--- config.mk ---
export PLATFORM = sky130hd
export DESIGN_NAME = dcache_flush_walker
export DESIGN_NICKNAME = d
export VERILOG_FILES = /design/src/rtl/dcache_flush_walker.sv
export SDC_FILE = /design/constraint.sdc
export NUM_CORES = 1
export LEC_CHECK = 0
export ABC_AREA = 1
export BUFFER_PORTS_ARGS = -buffer_cell sky130_fd_sc_hd__buf_2
export CORE_MARGIN = 2
export CORE_UTILIZATION = 59
export CTS_BUF_LIST = sky130_fd_sc_hd__clkbuf_8
export CTS_CLUSTER_SIZE = 25
export DETAILED_ROUTE_END_ITERATION = 8
export GPL_ROUTABILITY_DRIVEN = 0
export PLACE_DENSITY = 0.89
export SLEW_MARGIN = 5
export SYNTH_ARGS = -nofsm -noshare
export SYNTH_HDL_FRONTEND = slang
export SYNTH_SLANG_ARGS = --single-unit
--- constraint.sdc ---
create_clock -name clk_i -period 4.11 [get_ports clk_i]
set_input_delay 0.411 -clock clk_i [delete_from_list [all_inputs] [get_ports clk_i]]
set_output_delay 0.411 -clock clk_i [all_outputs]
set_load 0.05 [all_outputs]
--- src/rtl/dcache_flush_walker.sv ---
// Whole-D$ write-back-and-invalidate sequencer for FENCE / FENCE.I.
// Walks every set, writes back valid+dirty ways lowest-first, invalidates the set, then acks once.
module dcache_flush_walker #(
  parameter int NUM_SETS = 256,
  parameter int NUM_WAYS = 8,
  parameter int SET_W    = $clog2(NUM_SETS),
  parameter int WAY_W    = (NUM_WAYS > 1) ? $clog2(NUM_WAYS) : 1
) (
  input  logic                clk_i,
  input  logic                rst_ni,
  input  logic                flush_i,
  output logic                flush_ack_o,
  output logic                busy_o,
  output logic                tag_req_o,
  output logic [SET_W-1:0]    tag_set_o,
  input  logic                tag_gnt_i,
  input  logic [NUM_WAYS-1:0] valid_i,
  input  logic [NUM_WAYS-1:0] dirty_i,
  output logic                wb_req_o,
  output logic [SET_W-1:0]    wb_set_o,
  output logic [WAY_W-1:0]    wb_way_o,
  input  logic                wb_gnt_i,
  input  logic                wb_done_i,
  output logic                inv_o,
  output logic [SET_W-1:0]    inv_set_o,
  output logic [15:0]         wb_count_o
);

  typedef enum logic [2:0] {
    S_IDLE, S_READ, S_RSP, S_WB, S_WB_WAIT, S_INVAL, S_ACK, S_REARM
  } state_e;

  state_e              state_q, state_d;
  logic [SET_W-1:0]    set_q, set_d;
  logic [NUM_WAYS-1:0] mask_q, mask_d;
  logic [15:0]         cnt_q, cnt_d;

  logic [WAY_W-1:0]    way_sel;
  logic [NUM_WAYS-1:0] way_oh;
  logic [NUM_WAYS-1:0] rsp_mask;

  assign rsp_mask = valid_i & dirty_i;

  // Lowest pending way; scanning downward lets the lowest index win.
  always_comb begin
    way_sel = '0;
    way_oh  = '0;
    for (int i = NUM_WAYS - 1; i >= 0; i--) begin
      if (mask_q[i]) begin
        way_sel   = WAY_W'(i);
        way_oh    = '0;
        way_oh[i] = 1'b1;
      end
    end
  end

  always_ff @(posedge clk_i or negedge rst_ni) begin
    if (!rst_ni) begin
      state_q <= S_IDLE;
      set_q   <= '0;
      mask_q  <= '0;
      cnt_q   <= '0;
    end else begin
      state_q <= state_d;
      set_q   <= set_d;
      mask_q  <= mask_d;
      cnt_q   <= cnt_d;
    end
  end

  always_comb begin
    state_d = state_q;
    set_d   = set_q;
    mask_d  = mask_q;
    cnt_d   = cnt_q;
    unique case (state_q)
      S_IDLE: begin
        if (flush_i) begin
          state_d = S_READ;
          set_d   = '0;
          cnt_d   = '0;
        end
      end
      S_READ: begin
        if (tag_gnt_i) state_d = S_RSP;
      end
      S_RSP: begin
        mask_d  = rsp_mask;
        state_d = (|rsp_mask) ? S_WB : S_INVAL;
      end
      S_WB: begin
        if (wb_gnt_i) state_d = S_WB_WAIT;
      end
      S_WB_WAIT: begin
        if (wb_done_i) begin
          mask_d  = mask_q & ~way_oh;
          cnt_d   = (cnt_q == 16'hFFFF) ? cnt_q : cnt_q + 16'd1;
          state_d = (|(mask_q & ~way_oh)) ? S_WB : S_INVAL;
        end
      end
      S_INVAL: begin
        if (set_q == SET_W'(NUM_SETS - 1)) begin
          state_d = S_ACK;
        end else begin
          set_d   = set_q + SET_W'(1);
          state_d = S_READ;
        end
      end
      S_ACK:   state_d = S_REARM;
      // The request level lingers one cycle past the ack; don't re-trigger on it.
      S_REARM: if (!flush_i) state_d = S_IDLE;
      default: state_d = S_IDLE;
    endcase
  end

  assign busy_o      = (state_q != S_IDLE);
  assign tag_req_o   = (state_q == S_READ);
  assign tag_set_o   = set_q;
  assign wb_req_o    = (state_q == S_WB);
  assign wb_set_o    = set_q;
  assign wb_way_o    = way_sel;
  assign inv_o       = (state_q == S_INVAL);
  assign inv_set_o   = set_q;
  assign flush_ack_o = (state_q == S_ACK);
  assign wb_count_o  = cnt_q;

endmodule

==> out/results.tsv, run 1 <==
metric	value	unit
post-synthesis cell type count	38	
port bufs	69	
total iterations of the first detailed-routing run	4	
FF-to-FF path depth	7	
Crit path largest cell delay	0.51	ns
Synth warnings	0	
Avg Synthesized Cell Area	7.254	um^2
CTS Buf Count	5	
clk_lat worst skew	0.29	ns
status	finished, final reports clean	
Vias	2448	
Residual DRC	0	
ys async rst share	100.0	%
critical path class	reg2reg	
grt total ovfl	0	
Post-Route Skew	0.004317	ns
Fmax	0.4399	GHz
Tot GR Track Use	24.65	%
PostCTS Resize Cnt	0	
CP max stage cell	inv_1	
iteration-0 DRC count of the detailed router	159	
most frequent cell after synthesis	nand2_1	
CP most frequent cell	nand2_1	
register area share after synthesis	34.40	%
Lkg Pwr	1.548	nW
count of pins over their slew limit	0	
unrepaired setup endpoints after global routing	false	
worst setup margin	1.837	ns
P_int	0.7590	mW
crit path buf inv count	1	
first-pass GRT wire length	9894	um
share of layout cells above drive strength 1	28.11	%
Post-synth top flop	dfrtp_1	
Final Routed Wirelength	5605	um
clk sinks	35	
diode count	0	
CP endpoint kind	flip-flop	
worst path cell trace	nor2_2 -> nand2_4 -> inv_1 -> nand2_1 -> nand2_1 -> o21ai_0 -> o22a_1	
total setup buffers inserted after CTS	0	
Final setup viols	0	
Antenna Nets Post-Route	0	
switching pwr	0.9938	mW
cts hold-fix bufs	0	
cell taking the most area after synthesis	dfrtp_1	
CORE AREA	4086	um^2
Max clock buf depth	2	
combinational share of power	58.0	%
row count	23	
r2r setup slk	1.84	ns
Hold Path Class	in2async	
CP top delay family	simple AND/OR/NAND/NOR gates	
DIE AREA	4857	um^2
Netlist Area Pre-Place	2546	um^2
peak supply drop	565.1	uV
pin count of the biggest net entering global routing	36	
Routed WL per cell	12.40	um
Die Width	69.70	um
CP required	4.29	ns
endpoints failing hold	0	
Post-Syn Instances	351	
clk root buf	clkbuf_8	
clock network power share	13.0	%
worst reg2reg endpoint	mask_q[3]$_DFFE_PN0P_	
max_cap viols	0	
Net count, final	427	
Starting Density	62.31	%
Setup TNS	0	ns
crit path max fanout	20	
Synthesized Nets	375	
final core utilization	69.08	%
Final period util	55.32	%
Slew headroom	47.33	%
clock tree from TritonCTS	done	
crit start category	flip-flop	
number of global-route vias before repair	2307	
Syn-to-layout area delta	10.86	%
minimum clock period	2.273	ns
Post-synth EDFFs	0	
Synth top cells by count	nand2_1, dfrtp_1, inv_1, nand3_1, nor2_1	
H-tree levels	2	
Critical Path AT	2.46	ns
Seq cells post-synth	35	
worst slack, placed	1.899	ns
Worst-path clk slew	0.07	ns
initial antenna violation count	0	
Pwr Density	621.0	nW/um^2
Seq pwr share	29.0	%
reg2reg start	state_q[0]$_DFFE_PN0P_	
I/O pins	70	
vias per cell	5.416	
Synth top area share	34.40	%
Worst Tran Pin Value	0.7900	ns
top cells by area, synth	dfrtp_1, nand2_1, nand3_1	
DPL Wire Length	4209	um
switch share	56.70	%
die extent in y	69.70	um
[placed cells by master, fill, tap and decap left out, drive strengths merged]
cell type  count
clkbuf         5
nand3         31
dfrtp         35
nand3b         1
or2            4
xnor2          1
nor2          33
o21bai         3
o211ai         1
o22ai          1
a21oi          6
inv           38
xor2           8
buf           69
o31ai          2
o32ai          1
nand4         10
o21ai         30
nor3           6
ha             2
a31oi          1
nand2        112
o2111ai        1
o22a           1
[how the worst max path moves through the flow]
stage | cells after the start | start | endpoint
5_1_grt | 7 | state_q[0]$_DFFE_PN0P_ | mask_q[3]$_DFFE_PN0P_
2_1_floorplan | 3 | mask_q[0]$_DFFE_PN0P_ | wb_way_o[2]
3_5_place_dp | 7 | state_q[0]$_DFFE_PN0P_ | mask_q[3]$_DFFE_PN0P_
4_1_cts | 7 | state_q[0]$_DFFE_PN0P_ | mask_q[3]$_DFFE_PN0P_
6_report | 7 | state_q[0]$_DFFE_PN0P_ | mask_q[3]$_DFFE_PN0P_
3_3_place_gp | 7 | state_q[0]$_DFFE_PN0P_ | mask_q[3]$_DFFE_PN0P_
[through the flow]
stage / hold slack, ns / std cells / power [mW] / area (um^2)
finish: 0.2005 / 452 / 1.753 / 2823
global route: 0.2687 / 452 / 1.865 / 2823
CTS: 0.2300 / 452 / 1.753 / 2823
detailed placement: 0.5337 / 446 / 1.524 / 2750
global placement: 0.5295 / 446 / 1.500 / 2750
floorplan: 0.1154 / 351 / 1.426 / 2546
[power groups by stage]
stage                     logic [mW]  clock network (mW)  registers (mW)
after detailed placement        1.01                   0           0.512
after global routing            1.10               0.245           0.520
after floorplan                0.849                   0           0.577
after CTS                       1.02               0.232           0.505
final                           1.02               0.228           0.508
after global placement         0.993                   0           0.506
[worst register-to-register path, cell delays in order, from the launching register on]
cell	delay, ns
dfrtp_1	0.45
nor2_2	0.21
nand2_4	0.15
inv_1	0.51
nand2_1	0.16
nand2_1	0.35
o21ai_0	0.16
o22a_1	0.18
[sequential cells by signal (all words and copies together), names as in the netlist]
| register | count |
|---|---|
| state_q | 3 |
| wb_count_o | 16 |
| mask_q | 8 |
| inv_set_o | 8 |
[layer usage]
| layer | up-vias | GRT usage (%) | wire length [um] |
|---|---|---|---|
| li1 | 1225 | - | - |
| met1 | 1118 | 32.20 | 2581 |
| met2 | 94 | 40.28 | 2601 |
| met3 | 11 | 5.087 | 335 |
| met4 | 0 | 9.402 | 87 |
| met5 | - | 0 | 0 |
[cell families after synthesis]
group	count (synthesis)	share of synthesized area (%)
adders and majority gates	2	0.9826
AOI/OAI and AO/OA	47	11.70
DFF	35	34.40
buffers and inverters	61	13.56
xor gates and xnor gates	9	3.096
and+or+nand+nor	197	36.27
[layout make-up]
| cell class | instances | area (um^2) |
|---|---|---|
| fillers | 343 | 1264 |
| repair buffers | 69 | 345.3 |
| multi-input cells | 255 | 1325 |
| clock buffers | 5 | 68.82 |
| clock inverters | 1 | 3.754 |
| well taps | 50 | 62.56 |
| inverters | 37 | 141.4 |
| flip-flops and latches | 35 | 875.8 |
Note: power is estimated with default switching activity, not from simulation.
==> run 2, diff against run 1 <==
--- a/config.mk
+++ b/config.mk
@@ -5,15 +5,15 @@
 export SDC_FILE = /design/constraint.sdc
 export NUM_CORES = 1
 export LEC_CHECK = 0
-export ABC_AREA = 1
+export ABC_AREA = 0
 export BUFFER_PORTS_ARGS = -buffer_cell sky130_fd_sc_hd__buf_2
 export CORE_MARGIN = 2
-export CORE_UTILIZATION = 59
+export CORE_UTILIZATION = 53
 export CTS_BUF_LIST = sky130_fd_sc_hd__clkbuf_8
 export CTS_CLUSTER_SIZE = 25
 export DETAILED_ROUTE_END_ITERATION = 8
 export GPL_ROUTABILITY_DRIVEN = 0
-export PLACE_DENSITY = 0.89
+export PLACE_DENSITY = 0.82
 export SLEW_MARGIN = 5
 export SYNTH_ARGS = -nofsm -noshare
 export SYNTH_HDL_FRONTEND = slang
==> constraint.sdc (replaced) <==
create_clock -name clk_i -period 2.2 [get_ports clk_i]
set_input_delay 0.22 -clock clk_i [delete_from_list [all_inputs] [get_ports clk_i]]
set_output_delay 0.22 -clock clk_i [all_outputs]
set_load 0.05 [all_outputs]
==> run 2 against run 1 <==
The flow now finishes with violations (negative hold slack). Register-to-register slack got worse by 1.6 ns. Die area decreased by 0.83%. Largest power group unchanged. First-iteration DRC count increased by 5.0%. Non-clock buffer count increased by 5. Via count decreased by 11%.
==> out/results.tsv, run 2 <==
metric	value	unit	change
Lkg Pwr	1.283	nW	was 1.548 nW
total setup buffers inserted after CTS	0		unchanged
register area	875.8	um^2	unchanged
Hold Path Class	in2async		unchanged
Post-Syn Instances	258		was 351
Post-Route Skew	0.007119	ns	was 0.004317 ns
Final Routed Wirelength	5294	um	was 5605 um
Seq cells post-synth	35		unchanged
most frequent cell after synthesis	dfrtp_1		was nand2_1
most common cell after layout, fill and taps aside	buf_2		was nand2_1
Net count, final	335		was 427
clk sinks	35		unchanged
Antenna Nets Post-Route	0		unchanged
Final setup viols	0		unchanged
Netlist Area Pre-Place	2267	um^2	was 2546 um^2
Avg Synthesized Cell Area	8.787	um^2	was 7.254 um^2
CTS Buf Count	5		unchanged
total iterations of the first detailed-routing run	6		was 4
CP top delay family	simple AND/OR/NAND/NOR gates		unchanged
Synthesized Nets	282		was 375
vias per cell	6.017		was 5.416
die extent in y	69.41	um	was 69.70 um
port bufs	69		unchanged
most frequent cells in the layout	buf_2, dfrtp_1, nand2_1, nor2_1, a21oi_1		was nand2_1, buf_2, inv_1, dfrtp_1, nand3_1
max_cap viols	0		unchanged
row count	23		unchanged
Fmax	0.4934	GHz	
post-route cell area	2618	um^2	was 2823 um^2
Vias	2178		was 2448
Pwr Density	1413	nW/um^2	was 621.0 nW/um^2
ys async rst share	100.0	%	unchanged
CP max stage cell	or4_4		was inv_1
Worst Tran Pin Value	0.7715	ns	was 0.7900 ns
Synth top area share	38.63	%	was 34.40%
multi-input logic area	1185	um^2	was 1325 um^2
grt total ovfl	0		unchanged
DIE AREA	4817	um^2	was 4857 um^2
P_int	1.617	mW	was 0.7590 mW
minimum clock period	2.027	ns	
Crit path largest cell delay	0.63	ns	was 0.51 ns
power consumption	3.697	mW	was 1.753 mW
Critical Path AT	1.81	ns	was 2.46 ns
switching pwr	2.081	mW	was 0.9938 mW
peak supply drop	897.9	uV	was 565.1 uV
endpoints failing hold	5		was 0
share of layout cells above drive strength 1	29.17	%	was 28.11%
post-synthesis cell type count	58		was 38
worst path cell trace	or4_4 -> a21oi_1 -> buf_2		was nor2_2 -> nand2_4 -> inv_1 -> nand2_1 -> nand2_1 -> o21ai_0 -> o22a_1
H-tree levels	2		unchanged
diode count	0		unchanged
Tot GR Track Use	22.98	%	was 24.65%
Slew headroom	48.57	%	was 47.33%
Synth top cells by count	dfrtp_1, nand2_1, nor2_1, buf_4, a21oi_1		was nand2_1, dfrtp_1, inv_1, nand3_1, nor2_1
Largest register FFs	16		unchanged
final core utilization	64.51	%	was 69.08%
Final period util	92.13	%	
Syn-to-layout area delta	15.45	%	was 10.86%
crit start category	flip-flop		unchanged
CP endpoint kind	output port		was flip-flop
cts hold-fix bufs	0		unchanged
unrepaired setup endpoints after global routing	false		unchanged
Worst-path clk slew	0.07	ns	about the same
clock tree from TritonCTS	done		unchanged
worst slack, placed	0.2014	ns	was 1.899 ns
initial antenna violation count	0		unchanged
Post-synth EDFFs	0		unchanged
first-pass GRT wire length	8928	um	was 9894 um
iteration-0 DRC count of the detailed router	167		was 159
crit path max fanout	8		was 20
DPL Wire Length	3943	um	was 4209 um
Routed WL per cell	14.62	um	was 12.40 um
Residual DRC	0		unchanged
register area share after synthesis	38.63	%	was 34.40%
cell taking the most area after synthesis	dfrtp_1		unchanged
clk root buf	clkbuf_8		unchanged
number of global-route vias before repair	1867		was 2307
status	finished, violations left		was finished, final reports clean
failing checks	negative hold slack		
CORE AREA	4058	um^2	was 4086 um^2
combinational share of power	58.5	%	was 58.0%
clock network power share	11.9	%	was 13.0%
Setup TNS	0	ns	unchanged
CP required	1.98	ns	was 4.29 ns
Synth warnings	0		unchanged
switch share	56.27	%	was 56.70%
hold_ws	-0.003108	ns	was 0.2005 ns
Post-synth top flop	dfrtp_1		unchanged
fillcell total	335		was 343
Seq pwr share	29.6	%	was 29.0%
Post-DP Area	2532	um^2	was 2750 um^2
Die Width	69.41	um	was 69.70 um
worst setup margin	0.1731	ns	was 1.837 ns
clk_lat worst skew	0.29	ns	about the same
count of pins over their slew limit	0		unchanged
top cells by area, synth	dfrtp_1, buf_4, nand2_1		was dfrtp_1, nand2_1, nand3_1
critical path class	reg2out		was reg2reg
Starting Density	55.87	%	was 62.31%
crit path buf inv count	1		unchanged
PostCTS Resize Cnt	0		unchanged
pin count of the biggest net entering global routing	36		unchanged
I/O pins	70		unchanged
Max clock buf depth	2		unchanged
-- run 2: cell types whose count changed in the layout (fill, tap and decap cells not counted), sizes merged, moves of 6 or more --
| cell | before | now |
|---|---|---|
| nor2 | 33 | 20 |
| inv | 38 | 9 |
| nor4 | 0 | 7 |
| nand2 | 112 | 30 |
| nand3 | 31 | 9 |
| a21oi | 6 | 12 |
| and3 | 0 | 6 |
| o21ai | 30 | 15 |
-- run 2: power by group through the flow --
stage          registers, mW  logic [mW]  clock network (mW)
6_report                1.09        2.16               0.441
5_1_grt                 1.13        2.30               0.483
4_1_cts                 1.08        2.15               0.454
3_5_place_dp            1.09        2.15                   0
3_3_place_gp            1.08        2.12                   0
2_1_floorplan           1.20        1.69                   0
-- run 2: metrics by stage --
| step | hold WS, ns | instances |
|---|---|---|
| after global routing | 0.07535 | 362 |
| after global placement | 0.3416 | 354 |
| final | -0.003108 | 362 |
| after detailed placement | 0.3456 | 354 |
| after CTS | 0.02224 | 362 |
| after floorplan | -0.07559 | 258 |
-- run 2: kinds of logic after synthesis --
kind of cell / after synthesis / share of synthesized area, %
AOI/OAI and AO/OA: 60 / 19.59
buffers and inverters: 36 / 9.271
DFF: 35 / 38.63
adders and majority gates: 3 / 1.545
muxes: 2 / 0.8830
xor gates and xnor gates: 11 / 4.249
and+or+nand+nor: 111 / 25.83
-- run 2: layer usage --
layer | global-route usage [%] | share of wire (%) | routed length, um
met5 | 0 | 0 | 0
met4 | 7.190 | 2.1 | 112
met3 | 5.233 | 8.0 | 422
met2 | 36.00 | 47 | 2501
met1 | 31.66 | 43 | 2258
-- run 2: area by class of cell --
class / count / area share, %
clock buffers: 5 / 2.629
clock inverters: 3 / 0.4780
inverters: 8 / 1.147
multi-input cells: 187 / 45.27
flip-flops and latches: 35 / 33.46
well taps: 50 / 2.390
repair buffers: 74 / 14.63
-- run 2: path summary, 6_finish.rpt --
path	cells past startpoint	slack [ns]	endpoint	start
worst min-delay path	1	-0.003	wb_count_o[6]$_DFFE_PN0P_	rst_ni
worst max-delay path	3	0.17	wb_way_o[2]	mask_q[0]$_DFFE_PN0P_
max in group asynchronous	1	1.70	mask_q[0]$_DFFE_PN0P_	rst_ni
worst min register to register	2	0.57	wb_count_o[1]$_DFFE_PN0P_	wb_count_o[1]$_DFFE_PN0P_
worst max register to register	5	0.22	wb_count_o[9]$_DFFE_PN0P_	state_q[0]$_DFFE_PN0P_
min in group clk_i	2	0.19	mask_q[7]$_DFFE_PN0P_	dirty_i[7]
